===== config.mk =====
export PLATFORM = sky130hd
export DESIGN_NAME = seq_alu
export DESIGN_NICKNAME = d
export VERILOG_FILES = /design/src/rtl/alu_pkg.sv /design/src/rtl/alu_muldiv.sv /design/src/rtl/seq_alu.sv
export SDC_FILE = /design/constraint.sdc
export NUM_CORES = 1
export LEC_CHECK = 0
export CAP_MARGIN = 0
export CELL_PAD_IN_SITES_DETAIL_PLACEMENT = 0
export CELL_PAD_IN_SITES_GLOBAL_PLACEMENT = 1
export CORE_MARGIN = 10
export CORE_UTILIZATION = 38
export CTS_CLUSTER_DIAMETER = 100
export DETAILED_ROUTE_END_ITERATION = 10
export GPL_ROUTABILITY_DRIVEN = 0
export PLACE_DENSITY_LB_ADDON = 0.1
export REMOVE_ABC_BUFFERS = 1
export SLEW_MARGIN = 15
export SYNTH_ARGS = -nofsm -noshare
export SYNTH_HDL_FRONTEND = slang
export SYNTH_SLANG_ARGS = --single-unit

===== constraint.sdc =====
create_clock -name ALU_clk -period 2.3 [get_ports ALU_clk]
set_input_delay 0.23 -clock ALU_clk [delete_from_list [all_inputs] [get_ports ALU_clk]]
set_output_delay 0.23 -clock ALU_clk [all_outputs]
set_load 0.02 [all_outputs]

===== src/rtl/alu_pkg.sv =====
// alu_pkg: shared definitions for seq_alu.
//   - Func opcode constants
//   - FSM state encoding (ST_DIV exists only when ALU_DIV_EN is defined)
//   - flag layout within Zsoc: {Zero, Sign, Overflow, Carry} = bits {3,2,1,0}
// Build option: ALU_DIV_EN enables the iterative divider.
package alu_pkg;

   localparam logic [2:0] FUNC_ADD = 3'b000;
   localparam logic [2:0] FUNC_SUB = 3'b001;
   localparam logic [2:0] FUNC_MUL = 3'b010;
   localparam logic [2:0] FUNC_DIV = 3'b011;
   localparam logic [2:0] FUNC_AND = 3'b100;
   localparam logic [2:0] FUNC_OR  = 3'b101;
   localparam logic [2:0] FUNC_NOT = 3'b110;
   localparam logic [2:0] FUNC_XOR = 3'b111;

   localparam int unsigned FLAG_W     = 4;
   localparam int unsigned FLAG_ZERO  = 3;
   localparam int unsigned FLAG_SIGN  = 2;
   localparam int unsigned FLAG_OVF   = 1;
   localparam int unsigned FLAG_CARRY = 0;

   // Field order matches the Zsoc bit positions above.
   typedef struct packed {
      logic zero;
      logic sign;
      logic ovf;
      logic carry;
   } flags_t;

   typedef enum logic [1:0] {
      ST_IDLE = 2'd0,
      ST_MUL  = 2'd1
`ifdef ALU_DIV_EN
      ,
      ST_DIV  = 2'd2
`endif
   } state_e;

   // Unpack a condition word into the flag struct.
   function automatic flags_t zsoc_to_flags(input logic [FLAG_W-1:0] zsoc);
      flags_t f;
      f.zero  = zsoc[FLAG_ZERO];
      f.sign  = zsoc[FLAG_SIGN];
      f.ovf   = zsoc[FLAG_OVF];
      f.carry = zsoc[FLAG_CARRY];
      return f;
   endfunction

endpackage


===== src/rtl/alu_muldiv.sv =====
// alu_muldiv: iterative WIDTH-step multiply / restoring divide datapath.
// Ports:
//   i_clk, i_rst   clock, synchronous active-high reset
//   i_start        load operands and arm the WIDTH-step counter
//   i_div          select divide (present only with ALU_DIV_EN)
//   i_x, i_y       operands (multiplicand/multiplier or dividend/divisor)
//   o_result_c     result of the step being taken this cycle (valid with o_last_c)
//   o_hi_nz_c      high half of the product is non-zero (valid with o_last_c)
//   o_last_c       the step taken on the coming edge is the final one
// Build option: ALU_DIV_EN builds the divider path.
module alu_muldiv #(
   parameter int unsigned WIDTH = 8
) (
   input  logic             i_clk,
   input  logic             i_rst,
   input  logic             i_start,
`ifdef ALU_DIV_EN
   input  logic             i_div,
`endif
   input  logic [WIDTH-1:0] i_x,
   input  logic [WIDTH-1:0] i_y,
   output logic [WIDTH-1:0] o_result_c,
   output logic             o_hi_nz_c,
   output logic             o_last_c
);

   localparam int unsigned CNT_W = $clog2(WIDTH + 1);

   logic [WIDTH-1:0] r_acc;   // product high half / partial remainder
   logic [WIDTH-1:0] r_mq;    // multiplier -> product low half / dividend -> quotient
   logic [WIDTH-1:0] r_opnd;  // multiplicand / divisor
   logic [CNT_W-1:0] r_cnt;

   logic [WIDTH:0]   w_sum;
   logic [WIDTH-1:0] w_acc_nxt;
   logic [WIDTH-1:0] w_mq_nxt;

`ifdef ALU_DIV_EN
   logic             r_div;
   logic [WIDTH:0]   w_shift;
   logic             w_ge;
`endif

   // One iteration: shift-add multiply, or restoring divide when r_div.
   always_comb begin
      w_sum     = {1'b0, r_acc} + (r_mq[0] ? {1'b0, r_opnd} : '0);
      w_acc_nxt = w_sum[WIDTH:1];
      w_mq_nxt  = {w_sum[0], r_mq[WIDTH-1:1]};
`ifdef ALU_DIV_EN
      // Remainder stays below the divisor, so WIDTH bits hold it after each step.
      w_shift = {r_acc, r_mq[WIDTH-1]};
      w_ge    = (w_shift >= {1'b0, r_opnd});
      if (r_div) begin
         w_acc_nxt = w_ge ? WIDTH'(w_shift - {1'b0, r_opnd}) : w_shift[WIDTH-1:0];
         w_mq_nxt  = {r_mq[WIDTH-2:0], w_ge};
      end
`endif
   end

   assign o_result_c = w_mq_nxt;
   assign o_hi_nz_c  = |w_acc_nxt;
   assign o_last_c   = (r_cnt == CNT_W'(1));

   // Operand load on start, then one step per edge while the counter runs.
   always_ff @(posedge i_clk) begin
      if (i_rst) begin
         r_acc  <= '0;
         r_mq   <= '0;
         r_opnd <= '0;
         r_cnt  <= '0;
`ifdef ALU_DIV_EN
         r_div  <= 1'b0;
`endif
      end else if (i_start) begin
         r_acc  <= '0;
         r_mq   <= i_x;
         r_opnd <= i_y;
         r_cnt  <= CNT_W'(WIDTH);
`ifdef ALU_DIV_EN
         r_div  <= i_div;
`endif
      end else if (r_cnt != '0) begin
         r_acc  <= w_acc_nxt;
         r_mq   <= w_mq_nxt;
         r_cnt  <= r_cnt - CNT_W'(1);
      end
   end

endmodule


===== src/rtl/seq_alu.sv =====
// seq_alu: registered execute-stage ALU with Start/Busy/Done handshake.
// Ports:
//   ALU_clk, ALU_rst    clock, synchronous active-high reset
//   Start, Func, X, Y   request, opcode and operands (accepted only in IDLE)
//   Condition_update    load all four flags from Zsoc (wins over a completion)
//   Zsoc                {Zero, Sign, Overflow, Carry} restore value
//   Z                   registered result
//   Busy                multi-cycle operation in progress
//   Done                one-cycle completion pulse
//   Zero/Sign/Overflow/Carry  registered flags
// Build option: ALU_DIV_EN enables the iterative divider; without it DIV
// completes immediately with Z=0, Zero=1, Overflow=1.
module seq_alu
   import alu_pkg::*;
#(
   parameter int unsigned WIDTH = 8
) (
   input  logic             ALU_clk,
   input  logic             ALU_rst,
   input  logic             Start,
   input  logic [2:0]       Func,
   input  logic [WIDTH-1:0] X,
   input  logic [WIDTH-1:0] Y,
   input  logic             Condition_update,
   input  logic [3:0]       Zsoc,
   output logic [WIDTH-1:0] Z,
   output logic             Busy,
   output logic             Done,
   output logic             Zero,
   output logic             Sign,
   output logic             Overflow,
   output logic             Carry
);

   localparam int unsigned MSB = WIDTH - 1;

   state_e           r_state, w_state_nxt;
   logic [WIDTH-1:0] r_z, w_z_nxt;
   logic             r_busy, w_busy_nxt;
   logic             r_done, w_done_nxt;
   flags_t           r_flags, w_flags_nxt;

   logic [WIDTH:0]   w_add;
   logic [WIDTH:0]   w_sub;

   // Completion of any operation this cycle and its raw result.
   logic             w_cmp;
   logic [WIDTH-1:0] w_res;
   logic             w_res_c;
   logic             w_res_v;

   logic             w_md_start;
   logic [WIDTH-1:0] w_md_result;
   logic             w_md_hi_nz;
   logic             w_md_last;

   assign w_add = {1'b0, X} + {1'b0, Y};
   assign w_sub = {1'b0, X} - {1'b0, Y};

`ifdef ALU_DIV_EN
   logic w_md_div;
   assign w_md_div = (Func == FUNC_DIV);
`endif

   alu_muldiv #(
      .WIDTH (WIDTH)
   ) u_muldiv (
      .i_clk      (ALU_clk),
      .i_rst      (ALU_rst),
      .i_start    (w_md_start),
`ifdef ALU_DIV_EN
      .i_div      (w_md_div),
`endif
      .i_x        (X),
      .i_y        (Y),
      .o_result_c (w_md_result),
      .o_hi_nz_c  (w_md_hi_nz),
      .o_last_c   (w_md_last)
   );

   // Next-state, result and flag logic.
   always_comb begin
      w_state_nxt = r_state;
      w_z_nxt     = r_z;
      w_busy_nxt  = r_busy;
      w_done_nxt  = 1'b0;
      w_flags_nxt = r_flags;
      w_md_start  = 1'b0;
      w_cmp       = 1'b0;
      w_res       = '0;
      w_res_c     = 1'b0;
      w_res_v     = 1'b0;

      case (r_state)
         ST_IDLE: begin
            if (Start) begin
               case (Func)
                  FUNC_ADD: begin
                     w_cmp   = 1'b1;
                     w_res   = w_add[WIDTH-1:0];
                     w_res_c = w_add[WIDTH];
                     w_res_v = (X[MSB] == Y[MSB]) && (w_add[MSB] != X[MSB]);
                  end
                  FUNC_SUB: begin
                     w_cmp   = 1'b1;
                     w_res   = w_sub[WIDTH-1:0];
                     w_res_c = w_sub[WIDTH];
                     w_res_v = (X[MSB] != Y[MSB]) && (w_sub[MSB] != X[MSB]);
                  end
                  FUNC_MUL: begin
                     w_md_start  = 1'b1;
                     w_busy_nxt  = 1'b1;
                     w_state_nxt = ST_MUL;
                  end
                  FUNC_DIV: begin
`ifdef ALU_DIV_EN
                     if (Y == '0) begin
                        // Divide by zero finishes at once with a saturated quotient.
                        w_cmp   = 1'b1;
                        w_res   = '1;
                        w_res_v = 1'b1;
                     end else begin
                        w_md_start  = 1'b1;
                        w_busy_nxt  = 1'b1;
                        w_state_nxt = ST_DIV;
                     end
`else
                     w_cmp   = 1'b1;
                     w_res   = '0;
                     w_res_v = 1'b1;
`endif
                  end
                  FUNC_AND: begin
                     w_cmp = 1'b1;
                     w_res = X & Y;
                  end
                  FUNC_OR: begin
                     w_cmp = 1'b1;
                     w_res = X | Y;
                  end
                  FUNC_NOT: begin
                     w_cmp = 1'b1;
                     w_res = ~Y;
                  end
                  default: begin
                     w_cmp = 1'b1;
                     w_res = X ^ Y;
                  end
               endcase
            end
         end
         ST_MUL: begin
            if (w_md_last) begin
               w_cmp       = 1'b1;
               w_res       = w_md_result;
               w_res_c     = w_md_hi_nz;
               w_res_v     = w_md_hi_nz;
               w_busy_nxt  = 1'b0;
               w_state_nxt = ST_IDLE;
            end
         end
`ifdef ALU_DIV_EN
         ST_DIV: begin
            if (w_md_last) begin
               w_cmp       = 1'b1;
               w_res       = w_md_result;
               w_busy_nxt  = 1'b0;
               w_state_nxt = ST_IDLE;
            end
         end
`endif
         default: begin
            w_busy_nxt  = 1'b0;
            w_state_nxt = ST_IDLE;
         end
      endcase

      if (w_cmp) begin
         w_z_nxt           = w_res;
         w_done_nxt        = 1'b1;
         w_flags_nxt.zero  = (w_res == '0);
         w_flags_nxt.sign  = w_res[MSB];
         w_flags_nxt.ovf   = w_res_v;
         w_flags_nxt.carry = w_res_c;
      end

      // Restore takes precedence over flags from a completing operation.
      if (Condition_update) begin
         w_flags_nxt = zsoc_to_flags(Zsoc);
      end
   end

   // State and output registers.
   always_ff @(posedge ALU_clk) begin
      if (ALU_rst) begin
         r_state <= ST_IDLE;
         r_z     <= '0;
         r_busy  <= 1'b0;
         r_done  <= 1'b0;
         r_flags <= '0;
      end else begin
         r_state <= w_state_nxt;
         r_z     <= w_z_nxt;
         r_busy  <= w_busy_nxt;
         r_done  <= w_done_nxt;
         r_flags <= w_flags_nxt;
      end
   end

   assign Z        = r_z;
   assign Busy     = r_busy;
   assign Done     = r_done;
   assign Zero     = r_flags.zero;
   assign Sign     = r_flags.sign;
   assign Overflow = r_flags.ovf;
   assign Carry    = r_flags.carry;

endmodule

Word level (Yosys, flattened, before mapping):

Index checks and enable logic that the tools add are counted.

* register bits after elaboration: 44
* bits of input ports: 27
* output and inout port bits: 14
* word-level logic and storage cells: 82

* add/sub/neg operators: 4
* eq/ne operators: 15
* muxes and demuxes: 34
* bitwise operators: 4
* reduce and logical (&&, ||, !) cells: 12

Operators by type and width (number)
* case mux 8 bit (6 select lines): 1
* 2-to-1 mux 8 bit: 5
* 2-to-1 mux 4 bit: 4
* case mux 8 bit (2 select lines): 1
* 2-to-1 mux 1 bit: 13
* case mux 1 bit (2 select lines): 5
* adder 8 x 8 -> 9 bit: 1
* adder 8 x 9 -> 9 bit: 1
* == test 3 bit (second input constant): 3
* subtractor 8 x 8 -> 9 bit: 1
* AND 8 bit: 1
* zero test 8 bit: 1
* NOT 8 bit: 1
* bitwise OR 8 bit: 1
* OR reduction 8 bit: 1
* bitwise XOR 8 bit: 1
* == test 3 x 2 -> 1 bit (second input constant): 2
* 2-to-1 mux 2 bit: 3
* == test 4 x 1 -> 1 bit (second input constant): 1
* inequality test 2 x 1 -> 1 bit (second input constant): 2
* case mux 2 bit (2 select lines): 1
* nonzero test 2 bit: 2
* nonzero test 4 bit: 1
* OR reduction 2 bit: 2
* 11 further kinds: 14

Logic depth before layout (Yosys ltp):

Gate-level depths: netlist (run 1).

* depth in word-level cells: 8
* mapped depth: 11
* depth with buffers taken out: 11

By module:

A second synthesis (run 1) with hierarchy kept.

* cells, all modules: 436
* area total of the unflattened synthesis: 3439.5 µm²

By module, submodules not included
* seq_alu: times used 1, cells an instance 247, area an instance 1845.5 µm², seq. area each 280.3 µm²
* alu_muldiv: times used 1, cells an instance 189, area an instance 1594.0 µm², seq. area each 560.5 µm²

Worst setup path after synthesis (run 1):

No wires, ideal clock.

* path type: input to register
* start point: in Y[1]
* end point: reg r_flags (netlist bit Overflow)
* setup time: 0.074 ns
* arrival: 2.283 ns
* required time: 2.226 ns
* setup slack: -0.057 ns
* stages: 9
* buffers on the path: 0
* cells stage by stage: inv_1 > ha_1 > o21ba_2 > or4_4 > a31oi_1 > xnor2_1 > a21oi_1 > or4b_1 > a31oi_1

* word-level cells in the longest chain between the ends: 8
* elaborated cells between the ends (all ways): 11
* classes of those cells: 2 x add/sub; 2 x eq/ne; 5 x mux; 2 x reduce/logical

RTL lines
* from (decl): line seq_alu.sv:23 `input logic [WIDTH-1:0] Y,`
* subtractor 8 x 8 -> 9 bit / adder 8 x 8 -> 9 bit (equally long branches): line seq_alu.sv:58, seq_alu.sv:57
* inequality test 1 bit (on tied branches): line seq_alu.sv:108, seq_alu.sv:102
* logical AND 1 bit (on tied branches): line seq_alu.sv:108, seq_alu.sv:102
* case mux 1 bit (3 select lines) (*): line seq_alu.sv:97 `case (Func)`
* 2-to-1 mux 1 bit (*): line seq_alu.sv:96 `if (Start) begin`
* case mux 1 bit (2 select lines) (*): line seq_alu.sv:94 `case (r_state)`
* 2-to-1 mux 4 bit (*): line seq_alu.sv:178 `if (w_cmp) begin`
* 2-to-1 mux 4 bit (*): line seq_alu.sv:188 `if (Condition_update) begin`
* to (signal assigned): line seq_alu.sv:206 `r_flags <= w_flags_nxt;`
* to (decl): line seq_alu.sv:41 `flags_t r_flags, w_flags_nxt;`

Mark *: on every way between the ends. The rest lies on a longest branch, timed or not. The select of a mux whose other input is x is not followed.
A chain may end at the register's enable or synchronous reset.

Final worst setup path (run 1):

* start point: reg u_muldiv.r_mq[0]
* end point: reg r_flags (netlist bit Carry)

* word-level cells in the longest chain between the ends: 7

RTL lines
* from (decl): line alu_muldiv.sv:30 `logic [WIDTH-1:0] r_mq;`
* from (signal assigned): line alu_muldiv.sv:76 `r_mq <= i_x;`
* from (signal assigned): line alu_muldiv.sv:84 `r_mq <= w_mq_nxt;`
* 2-to-1 mux 8 bit: line alu_muldiv.sv:46 `w_sum = {1'b0, r_acc} + (r_mq[0] ? {1'b0, r_opnd} : '0);`
* adder 8 x 9 -> 9 bit: line alu_muldiv.sv:46
* OR reduction 8 bit: line alu_muldiv.sv:61 `assign o_hi_nz_c = |w_acc_nxt;`
* 2-to-1 mux 1 bit: line seq_alu.sv:153 `if (w_md_last) begin`
* case mux 1 bit (2 select lines): line seq_alu.sv:94
* 2-to-1 mux 4 bit: line seq_alu.sv:178
* 2-to-1 mux 4 bit: line seq_alu.sv:188

No other way between the ends. The select of a mux whose other input is x is not followed.

==> impl_metrics.yaml, run 1 <==
hold_path:
  whs_path_depth: 4
  min-delay-start: "Y[1]"
  whs_endpoint: "u_muldiv.r_opnd[1]"
  holdCritPathClass: "input pin to flop"
worst_setup_path:
  crit_slowest_cell: "fa_2"
  cpLargestDelayFamily: "simple AND/OR/NAND/NOR gates"
  path_buf_inv: 2
  crit_type: "flop to flop"
  required_ns: 2.49
  path_max_fanout: 2
  r2r_slack_ns: -0.04
  r2r-end: "Carry"
  cp-end-kind: "flop"
  crit_chain: "and2_4, ha_4, inv_2, fa_2, nor2b_4, o22ai_2, xnor2_1, and4b_1, nand3b_1, o31ai_2, buf_4, a31oi_1"
  r2r_cells: 12
  r2r-start: "u_muldiv.r_mq[0]"
  start_kind: "flop"
  crit_cells: 12
  cp.arrival_ns: 2.53
  max_stage_delay_ns: 0.36
timing:
  final.setup.worst_slack_ns: -0.0434
  finalSetupViolations: 2
  rsz0062_at_grt: "yes"
  min_period_ns: 2.34
  slew_headroom_pct: 57.5
  tightest_slew_ns: 0.634
  finClkSkew_ns: 0.00863
  fmax_ghz: 0.427
  slew_violations: 0
  finalHoldViolations: 0
  fin_crit_sh_pct: 102
placed_design:
  place_area_sq_um: 4620
  io_buffer_count: 40
  dpl.hpwl_um: 9030
run:
  drv_cap: 0
drt:
  routed_wirelength_um: 11500
  drc: 0
  wl_per_cell_um: 16.6
  antenna_left: 0
  vias: 3687
  via_per_inst: 5.34
  first_pass_iters: 5
  first_iter_violations: 204
power_and_ir_drop:
  p_clk_share_pct: 18.5
  power.leakage_nw: 2.23
  power_density_nw_per_um2: 544
  seqPwrFrac_pct: 32.9
  peakVddDrop_mv: 0.382
  p_switching_mw: 1.09
  power_mw: 2.78
  sw_frac_of_total_pct: 39.2
  p_comb_share_pct: 48.6
  internal-power_mw: 1.69
die:
  die_x_um: 116
  rows: 34
  initial_core_util_pct: 39.5
  io_pins: 41
  core_area_sq_um: 8810
  fp.dieH_um: 116
  dieArea_sq_um: 13400
cts:
  root_buffer: "clkbuf_8"
  tritoncts: "built"
  clockBufferDepth: 2
  htreeDepth: 2
  clk_pin_slew_ns: 0.09
  clkLatencyLatePin_ns: 0.30
  numCtsBuffers: 5
  cts_sinks: 42
layout:
  nets: 648
  diodes: 0
  regArea_sq_um: 843
  syn2layout_area_growth_pct: 47.1
  final_area_sq_um: 5110
  drive_above_1_share_pct: 32.8
  n_fill_cell: 824
  multi_input_area_sq_um: 2700
global_routing:
  grtUsageTotal_pct: 17.2
  grt_max_degree: 32
  grt_antenna_before_repair: 0
  grt_pass1_vias: 3633
  gr-total-overflow: 0
  grt_pass1_wl_um: 18600
synth:
  avgSynthCellArea_sq_um: 7.67
  async_flop_share_pct: 0
  synth_common_cells: "nand2_1, dfxtp_1, a21oi_1"
  synth-seq-area-share_pct: 24.2
  yosys_warnings: 0
  netlist-cell-type-count: 64
  ys_ff_latch: 42
  synth_top_area_share_pct: 24.2
  synth-edff-count: 0
  synthMostInstantiatedCell: "nand2_1"
  synthTopCellsByArea: "dfxtp_1, ha_1, nand2_1"
  synth_area_sq_um: 3480
  synth.largest_area_cell: "dfxtp_1"
  syn_inst: 453
  synth_top_flop_cell: "dfxtp_1"
outcome:
  outcome: "complete, but fails checks"
  violations: "negative setup slack"
==> power groups by stage <==
stage | logic, mW | clock network (mW) | registers [mW]
2_1_floorplan | 0.674 | 0 | 0.927
3_3_place_gp | 1.20 | 0 | 0.921
3_5_place_dp | 1.22 | 0 | 0.923
4_1_cts | 1.32 | 0.525 | 0.912
5_1_grt | 1.49 | 0.559 | 0.932
6_report | 1.35 | 0.513 | 0.916
==> how the worst max path moves through the flow <==
stage	startpoint	end	slack, ns
3_5_place_dp	Y[1]	Overflow	-0.68
6_report	u_muldiv.r_mq[0]	Carry	-0.04
2_1_floorplan	Y[1]	Overflow	-0.05
5_1_grt	u_muldiv.r_mq[0]	Carry	-0.18
4_1_cts	u_muldiv.r_mq[0]	Carry	-0.07
3_3_place_gp	Y[1]	Overflow	-0.61
==> per-stage QoR <==
| step | util (%) | setup TNS (ns) | hold WS, ns | cells | setup WS [ns] |
|---|---|---|---|---|---|
| CTS | 56.8 | -0.144 | 0.335 | 690 | -0.0733 |
| global placement | 52.5 | -4.41 | 0.443 | 672 | -0.615 |
| detailed placement | 52.5 | -4.99 | 0.442 | 672 | -0.678 |
| floorplan | - | -0.0534 | 0.296 | 427 | -0.0534 |
| finish | 58.1 | -0.0800 | 0.333 | 691 | -0.0434 |
| global route | 58.1 | -0.375 | 0.350 | 691 | -0.185 |
==> layout by cell type (no fill, tap or decap), types with 7 or more instances in the layout <==
cell,netlist,routed
nand3_1,11,9
xnor2_1,8,8
clkdlybuf4s50_1,0,29
a311oi_1,8,8
dfxtp_1,42,40
and2_1,8,7
buf_4,1,105
inv_2,1,9
o21ai_0,10,9
ha_4,0,8
ha_1,36,24
a21oi_1,40,38
nand2_1,68,67
inv_1,31,23
nor2_1,39,38
==> area by class of cell <==
type / instances / share of cell area [%]
Timing Repair Buffer: 148 / 23.7
Clock inverter: 2 / 0.245
Tap cell: 108 / 2.64
Inverter: 33 / 2.45
Multi-Input combinational cell: 352 / 52.9
Sequential cell: 42 / 16.5
Clock buffer: 6 / 1.62
==> cell families (layout without fill, tap and decap cells) <==
family	count (synthesis)	count (layout)	synth area share [%]
buffers and inverters	59	189	6.91
multiplexers	12	12	4.32
adder cells (fa/ha/maj)	39	39	14.7
AND/OR/NAND/NOR	175	175	24.0
AO/OA/AOI/OAI	113	113	22.6
XOR/XNOR	13	13	3.28
flip-flops	42	42	24.2
==> registers in the layout, indices dropped and copies added (netlist names) <==
name	cells
Z	8
u_muldiv.r_acc	8
u_muldiv.r_mq	8
u_muldiv.r_opnd	8
u_muldiv.r_cnt	4
Busy	1
Carry	1
Done	1
Overflow	1
Sign	1
Zero	1
==> worst reg2reg max path: cells and delay by family, from the launching register on <==
family	cells	cell delay, ns
buffers and inverters	2	0.19
flip-flops	1	0.34
AND/OR/NAND/NOR	4	0.67
AO/OA/AOI/OAI	3	0.42
adder cells (fa/ha/maj)	2	0.49
XOR/XNOR	1	0.14
==> what timing repair did <==
item | in CTS | in global routing
hold buffers | 0 | 0
setup buffers | 10 | 1
gates resized for setup | 65 | 26
pin swaps | 29 | 23
setup endpoints to repair | 8 | 5
==> layer usage <==
metal / vias up / wire (um) / share of wire [%] / GRT usage (%)
met5: - / 0 / 0 / 0
met4: 0 / 99 / 0.86 / 3.25
met3: 9 / 662 / 5.8 / 3.20
met2: 98 / 5190 / 45 / 27.9
met1: 1741 / 5560 / 48 / 23.5
li1: 1839 / - / - / -
Note: power is estimated with default switching activity, not from simulation.
==> run 2, diff against run 1 <==
Settings changed: CORE_UTILIZATION 38 to 39, CTS_BUF_LIST set to sky130_fd_sc_hd__clkbuf_4, CTS_CLUSTER_DIAMETER 100 to 40.
==> impl_metrics.yaml, run 2 (synthesized netlist as in run 1, its figures left out) <==
placed_design:
  io_buffer_count: 40
  dpl.hpwl_um: 8940
  dp.cells: 672
drt:
  wl_per_cell_um: 16.8
  drc: 0
  via_per_inst: 5.33
  first_iter_violations: 143
  routed_wirelength_um: 11600
  first_pass_iters: 4
  antenna_left: 0
  vias: 3681
worst_setup_path:
  r2r-end: "Carry"
  cp.arrival_ns: 2.62
  start_kind: "flop"
  max_stage_delay_ns: 0.35
  path_max_fanout: 2
  r2r_slack_ns: -0.07
  required_ns: 2.55
  crit_slowest_cell: "dfxtp_2"
  crit_chain: "and2_4, ha_4, buf_6, buf_4, a21o_1, nand4_1, and3_4, mux2i_2, o2111ai_2, o31ai_2, buf_4, a31oi_1"
  r2r-start: "u_muldiv.r_opnd[0]"
  r2r_cells: 12
  cp-end-kind: "flop"
  cpLargestDelayFamily: "compound AO/OA/AOI/OAI gates"
  path_buf_inv: 3
  crit_type: "flop to flop"
  cpMostUsedCell: "buf_4"
power_and_ir_drop:
  power_density_nw_per_um2: 560
  power_mw: 2.83
  peakVddDrop_mv: 0.343
  power.leakage_nw: 2.25
layout:
  n_fill_cell: 830
  nets: 648
  syn2layout_area_growth_pct: 45.6
  final_cells: 691
  diodes: 0
  drive_above_1_share_pct: 30.5
  final_common_cell: "buf_4"
  final_cell_mix: "buf_4, nand2_1, dfxtp_1"
cts:
  clk_pin_slew_ns: 0.14
  cts_sinks: 42
  numCtsBuffers: 5
  ctsHoldBuffers: 0
  clockBufferDepth: 2
  tritoncts: "built"
  htreeDepth: 2
  clkLatencyLatePin_ns: 0.35
  root_buffer: "clkbuf_4"
outcome:
  violations: "negative setup slack"
  outcome: "complete, but fails checks"
global_routing:
  grt_pass1_vias: 3753
  grt_max_degree: 32
  grtUsageTotal_pct: 17.5
  grt_antenna_before_repair: 0
  gr-total-overflow: 0
  grt_pass1_wl_um: 18800
timing:
  holdWs_ns: 0.317
  tightest_slew_ns: 0.653
  fin_crit_sh_pct: 103
  finalHoldViolations: 0
  slew_headroom_pct: 56.3
  final.setup.worst_slack_ns: -0.0742
  min_period_ns: 2.37
  slew_violations: 0
  rsz0062_at_grt: "yes"
  fmax_ghz: 0.421
  finalSetupViolations: 2
  finClkSkew_ns: 0.0108
  fin_setup_tns_ns: -0.145
die:
  dieArea_sq_um: 13100
  core_area_sq_um: 8680
  initial_core_util_pct: 40.1
  die_x_um: 114
  io_pins: 41
  fp.dieH_um: 114
  rows: 34
hold_path:
  min-delay-start: "Y[3]"
  whs_path_depth: 4
  holdCritPathClass: "input pin to flop"
  whs_endpoint: "u_muldiv.r_opnd[3]"
run:
  drv_cap: 0
[run 2: metrics by stage]
step | util, % | setup WS [ns] | instance area, sq um
finish | 58.3 | -0.0742 | 5060
global route | 58.3 | -0.204 | 5060
CTS | 57.5 | -0.0978 | 4990
detailed placement | 53.3 | -0.647 | 4620
global placement | 53.3 | -0.585 | 4620
floorplan | - | -0.0534 | 3360
[run 2: area by class of cell]
| class | instances | area, sq um | share of cell area [%] |
|---|---|---|---|
| multi-input cells | 352 | 2620 | 51.8 |
| repair buffers | 148 | 1230 | 24.4 |
| flip-flops and latches | 42 | 843 | 16.7 |
| well taps | 108 | 135 | 2.67 |
| inverters | 33 | 125 | 2.47 |
| clock inverters | 3 | 63.8 | 1.26 |
| clock buffers | 5 | 37.5 | 0.742 |
[run 2: repair_timing]
item                       CTS  global route
buffers inserted             8             3
pin swaps                   22            11
setup endpoints to repair    6             6
resized for setup           49            18
[run 2: worst max path at each step]
stage                    end  depth (start not counted)          startpoint  slack, ns
floorplan           Overflow                          9                Y[1]      -0.05
global placement    Overflow                         10                X[1]      -0.59
detailed placement      Zero                         10                X[1]      -0.65
CTS                 Overflow                         12    u_muldiv.r_mq[0]       -0.1
global route           Carry                         12    u_muldiv.r_mq[0]      -0.20
finish                 Carry                         12  u_muldiv.r_opnd[0]      -0.07
[run 2: tightest hold or removal path: stages]
cell and delay (ns):
dlymetal6s2s_1 0.14, buf_4 0.14, nand2_1 0.07, a21oi_1 0.06
[run 2: power breakdown]
| part | total [mW] | switching (mW) | leakage, nW | internal [mW] |
|---|---|---|---|---|
| registers | 0.913 | 0.0780 | 0.344 | 0.835 |
| clock network | 0.590 | 0.255 | 0.0528 | 0.335 |
| logic | 1.33 | 0.734 | 1.85 | 0.595 |
| total | 2.83 | 1.07 | 2.25 | 1.76 |
[run 2: routing by layer]
| metal | up-vias | global-route usage (%) | wire length, um |
|---|---|---|---|
| met1 | 1715 | 22.6 | 5300 |
| met5 | - | 0 | 0 |
| met4 | 0 | 5.26 | 238 |
| li1 | 1844 | - | - |
| met2 | 102 | 28.5 | 5440 |
| met3 | 20 | 3.41 | 630 |
